**src/rtl/rv32i_types.sv**
```systemverilog
// rv32i_types: shared RV32I type definitions and load/store decode helpers
package rv32i_types;

    typedef enum logic [1:0] {IDLE, ACCESS, DONE} mem_state_t;

    typedef enum logic [2:0] {
        LB  = 3'b000,
        LH  = 3'b001,
        LW  = 3'b010,
        LBU = 3'b100,
        LHU = 3'b101
    } load_funct3_t;

    typedef enum logic [2:0] {
        SB = 3'b000,
        SH = 3'b001,
        SW = 3'b010
    } store_funct3_t;

    // funct3[1:0] size codes; 2'b11 is undefined and falls through to word
    localparam logic [1:0] SZ_B = SB[1:0];
    localparam logic [1:0] SZ_H = SH[1:0];

    function automatic logic is_misaligned(input logic [2:0] f3, input logic [1:0] off);
        return (f3[1:0] == SZ_B) ? 1'b0 : (f3[1:0] == SZ_H) ? off[0] : (off != 2'b00);
    endfunction

    function automatic logic [3:0] byte_mask(input logic [2:0] f3, input logic [1:0] off);
        return (f3[1:0] == SZ_B) ? (4'b0001 << off) :
               (f3[1:0] == SZ_H) ? (4'b0011 << off) : 4'b1111;
    endfunction

endpackage

```
**src/rtl/load_align.sv**
```systemverilog
// load_align: selects the addressed byte/halfword of a read word and sign/zero-extends it
module load_align
    import rv32i_types::*;
(
    input  logic [31:0] rdata,
    input  logic [1:0]  offset,
    input  logic [2:0]  funct3,
    output logic [31:0] data
);

    logic [7:0]  b;
    logic [15:0] h;
    logic        sx;

    // halfwords are always even-aligned here, so only offset[1] picks the half
    always_comb begin
        b    = rdata[{offset, 3'b000} +: 8];
        h    = rdata[{offset[1], 4'b0000} +: 16];
        sx   = ~funct3[2];
        data = (funct3[1:0] == SZ_B) ? {{24{sx & b[7]}}, b} :
               (funct3[1:0] == SZ_H) ? {{16{sx & h[15]}}, h} : rdata;
    end

endmodule

```
**src/rtl/mem_access_ctrl.sv**
```systemverilog
// mem_access_ctrl: MEM-stage load/store sequencer driving the data-cache handshake
module mem_access_ctrl
    import rv32i_types::*;
#(
    parameter int ADDR_W = 32,
    parameter int DATA_W = 32
)(
    input  logic              clk,
    input  logic              rst_n,
    input  logic              req_valid,
    input  logic              mem_read,
    input  logic              mem_write,
    input  logic [2:0]        funct3,
    input  logic [ADDR_W-1:0] addr,
    input  logic [DATA_W-1:0] wdata,
    output logic              stall,
    output logic [DATA_W-1:0] load_data,
    output logic              done,
    output logic              misaligned,
    output logic              dmem_read,
    output logic              dmem_write,
    output logic [ADDR_W-1:0] dmem_address,
    output logic [DATA_W-1:0] dmem_wdata,
    output logic [3:0]        dmem_byte_enable,
    input  logic              dmem_resp,
    input  logic [DATA_W-1:0] dmem_rdata
);

    if (DATA_W != 32) begin : g_width_check
        $error("mem_access_ctrl supports DATA_W=32 only");
    end

    mem_state_t        state, next_state;
    logic [ADDR_W-1:0] addr_q;
    logic [2:0]        funct3_q;
    logic [DATA_W-1:0] wdata_q;
    logic              write_q;
    logic              mis_q;
    logic              req;
    logic              mis;
    logic [DATA_W-1:0] aligned;

    assign req = req_valid & (mem_read | mem_write);
    assign mis = is_misaligned(funct3, addr[1:0]);

    // state register
    always_ff @(posedge clk or negedge rst_n) begin
        if (!rst_n) state <= IDLE;
        else        state <= next_state;
    end

    // next state: DONE always returns to IDLE so an advancing instruction is never re-issued
    always_comb begin
        next_state = state;
        case (state)
            IDLE:    if (req) next_state = mis ? DONE : ACCESS;
            ACCESS:  if (dmem_resp) next_state = DONE;
            default: next_state = IDLE;
        endcase
    end

    // capture the access on acceptance so the cache sees a stable request
    always_ff @(posedge clk or negedge rst_n) begin
        if (!rst_n) begin
            addr_q   <= '0;
            funct3_q <= '0;
            wdata_q  <= '0;
            write_q  <= 1'b0;
        end else if (state == IDLE && req && !mis) begin
            addr_q   <= addr;
            funct3_q <= funct3;
            wdata_q  <= wdata;
            write_q  <= mem_write;
        end
    end

    // misalignment flag for the DONE cycle and the registered load result
    always_ff @(posedge clk or negedge rst_n) begin
        if (!rst_n) begin
            mis_q     <= 1'b0;
            load_data <= '0;
        end else begin
            mis_q <= (state == IDLE) && req && mis;
            if (state == ACCESS && dmem_resp && !write_q) load_data <= aligned;
        end
    end

    // outputs decoded from state; stall is gated by reset so it drops immediately
    always_comb begin
        stall      = rst_n & (((state == IDLE) & req) | (state == ACCESS));
        done       = state == DONE;
        misaligned = (state == DONE) & mis_q;
        dmem_read  = (state == ACCESS) & ~write_q;
        dmem_write = (state == ACCESS) & write_q;
    end

    assign dmem_address     = {addr_q[ADDR_W-1:2], 2'b00};
    assign dmem_wdata       = wdata_q << {addr_q[1:0], 3'b000};
    assign dmem_byte_enable = byte_mask(funct3_q, addr_q[1:0]);

    load_align u_load_align (
        .rdata  (dmem_rdata),
        .offset (addr_q[1:0]),
        .funct3 (funct3_q),
        .data   (aligned)
    );

endmodule

```
**config.mk**
```make
export PLATFORM = sky130hd
export DESIGN_NAME = mem_access_ctrl
export DESIGN_NICKNAME = d
export VERILOG_FILES = /design/src/rtl/rv32i_types.sv /design/src/rtl/load_align.sv /design/src/rtl/mem_access_ctrl.sv
export SDC_FILE = /design/constraint.sdc
export NUM_CORES = 1
export LEC_CHECK = 0
export CORE_ASPECT_RATIO = 0.9
export CORE_MARGIN = 1
export CORE_UTILIZATION = 50
export CTS_BUF_LIST = sky130_fd_sc_hd__clkbuf_4 sky130_fd_sc_hd__clkbuf_8
export DETAILED_ROUTE_END_ITERATION = 8
export PLACE_DENSITY = 0.88
export SYNTH_ARGS = -nofsm -noshare
export SYNTH_HDL_FRONTEND = slang
export SYNTH_HIERARCHICAL = 1
export SYNTH_SLANG_ARGS = --single-unit
```
**constraint.sdc**
```tcl
create_clock -name clk -period 2.91 [get_ports clk]
set_input_delay 0.582 -clock clk [delete_from_list [all_inputs] [get_ports clk]]
set_output_delay 0.582 -clock clk [all_outputs]
set_load 0.01 [all_outputs]
```
==> impl_metrics.ini <==
[grt]
grt_util_met2_pct = 43.83
globalRouteMet1Util_pct = 29.66
grt_max_degree = 59
use_met3_pct = 8.121
grt_pass1_vias = 4575
grt_first_pass_wirelength_um = 23700
grt_overflow = 0
busiest_layer = met2
grt_use_total_pct = 25.73
antenna_found_initial = 0

[critical_path]
worst-setup-path-type = flip-flop to output port
worstPathMaxFanout = 19
cp.required_ns = 2.33
arrival_ns = 2.21
rrSetupSlack_ns = 0.46
start_kind = flip-flop
endpoint_kind = output port

[timing]
slew_headroom_pct = 48.73
fmax_mhz = 357.9
hold_violations = 0
min_period_over_period_pct = 96.01
skew_ns = 0.004091
setup_viol = 0
setup_ws_ns = 0.1160
rsz0062_at_grt = no
fin_tns_setup_ns = 0
worst_pin_slew_ns = 0.7690
fin_crit_ns = 2.794
final_max_slew_viol_count = 0

[status]
status = finished clean

[floorplanning]
ioPinCount = 210
rows = 37
die_width_um = 116.2
dieArea_mm2 = 0.01218
dieHeight_um = 104.8
initial_core_util_pct = 51.35
core_mm2 = 0.01143

[finish]
area_growth_pct = 35.86
layout.nets = 773
finalNonFillerCells = 823
final_common_cell = clkdlybuf4s50_1
final_layout_size_suffix_gt1_share_pct = 22.64
mostFrequentLayoutCells = clkdlybuf4s50_1, dfrtp_1, mux2_2
nFillCells = 848
diodes = 0

[synthesis]
synth-seq-cells = 103
synthesis.area_mm2 = 0.005872
synth_cells = 498
synth.yosys.seq_area_share_pct = 43.90
yosysWarningCount = 6
avgSynthCellArea_um2 = 11.79
yosys.cell_types.count = 40

[routing]
ant_nets = 0
wl_um = 15370
wire_per_inst_um = 18.68
post-route-drc-count = 0
drt_iter0_drc = 281
drt-pass1-iter-count = 5
via_per_inst = 5.430
num_vias = 4469

[clock_tree]
insertion_delay_ns = 0.38
cts_hold_buf = 0
cts_setup_buffers = 0
cts_buffer_depth = 2
tritoncts = done
cts-resized-gates = 0
cts-root-buf = clkbuf_8
htreeDepth = 3
cts_sinks = 103
cts_buffers = 9
path_clk_slew_ns = 0.09

[placed_design]
dp.cells = 809
place.port_buffers = 207
globalplace.congestion = 0.8383
hpwl_um = 11350
place_ws_ns = 0.3036

[pwr]
p_leak_nw = 3.296
totalPowerFinal_mw = 7.330
powerDensity_mw_per_mm2 = 918.8
ir_worst_vdd_mv = 0.6472

[min_path]
hold_class = input pin to async pin

[flow_run]
maxCapViolCount = 0
-- final timing paths --
| kind | startpoint | to | depth (start not counted) |
|---|---|---|---|
| min | rst_n | addr_q[9] | 2 |
| max reg2reg | addr_q[1] | load_data[16] | 5 |
| min reg2reg | load_data[4] | load_data[4] | 1 |
| min in group clk | load_data[4] | load_data[4] | 1 |
| max | addr_q[0] | dmem_wdata[24] | 5 |
| max in group asynchronous | rst_n | addr_q[0] | 3 |
-- critical path, cell delays in order, from the launching register on --
cell and delay [ns]:
dfrtp_2 0.52, buf_4 0.33, nor2b_1 0.09, a211oi_1 0.32, a21oi_1 0.09, clkdlybuf4s50_1 0.49
-- where the power goes --
group          internal, mW  total (mW)  switching, mW
registers              2.01        2.44          0.432
logic                  2.28        3.92           1.65
clock network         0.483       0.968          0.484
total                  4.77        7.33           2.56
-- per-layer routing --
| layer | up-vias | routed length, µm |
|---|---|---|
| met5 | - | 0 |
| met4 | 0 | 423 |
| met3 | 28 | 1295 |
| met2 | 205 | 7679 |
| met1 | 2189 | 5973 |
| li1 | 2047 | - |
-- area by class of cell --
class | instances | area, µm² | share of cell area [%]
inverters | 3 | 11.26 | 0.1412
well taps | 156 | 195.2 | 2.447
repair buffers | 220 | 2180 | 27.32
flip-flops and latches | 103 | 2580 | 32.34
multi-input cells | 327 | 2808 | 35.19
clock inverters | 4 | 72.57 | 0.9097
clock buffers | 10 | 131.4 | 1.647
-- synthesized netlist by cell type, drive strengths merged --
| library cell | count | share of area (%) |
|---|---|---|
| a211o | 1 | 0.15 |
| a211oi | 15 | 1.9 |
| a21boi | 1 | 0.13 |
| a21o | 1 | 0.13 |
| a21oi | 9 | 0.77 |
| a31oi | 1 | 0.36 |
| and2 | 10 | 1.1 |
| and3b | 8 | 1.2 |
| buf | 51 | 7.2 |
| clkbuf | 15 | 0.98 |
| conb | 1 | 0.064 |
| dfrtp | 103 | 44 |
| ha | 4 | 0.85 |
| inv | 3 | 0.19 |
| mux2 | 99 | 20 |
| mux2i | 16 | 2.7 |
| mux4 | 8 | 3.5 |
| nand2 | 20 | 1.3 |
| nand2b | 4 | 0.43 |
| nand3 | 12 | 1.2 |
| nand3b | 1 | 0.13 |
| nor2 | 23 | 1.7 |
| nor2b | 42 | 4.5 |
| o211a | 1 | 0.17 |
| o211ai | 1 | 0.21 |
| o21a | 1 | 0.15 |
| o21ai | 37 | 3.9 |
| o22ai | 8 | 0.85 |
| or2 | 2 | 0.21 |
-- sequential cells by signal (all words and copies together), names as in the netlist --
register / flops
state: 2
load_data: 32
write_q: 1
wdata_q: 32
mis_q: 1
addr_q: 32
funct3_q: 3
-- per-stage QoR --
step / hold WS, ns / instance area, µm² / utilization [%]
global route: 0.3400 / 7978 / 69.77
floorplan: 0.2864 / 5876 / -
finish: 0.3029 / 7978 / 69.77
global placement: 0.4866 / 7774 / 67.98
CTS: 0.3149 / 7978 / 69.77
detailed placement: 0.4928 / 7774 / 67.98
-- kinds of logic after synthesis --
group                      Yosys count  share of synthesized area (%)
and+or+nand+nor                    122                          11.70
adders and majority gates            4                         0.8524
AOI/OAI and AO/OA                   76                          8.758
other                                1                        0.06386
buffers and inverters               69                          8.353
DFF                                103                          43.90
muxes                              123                          26.38
Power figures use the tool's default switching activity.
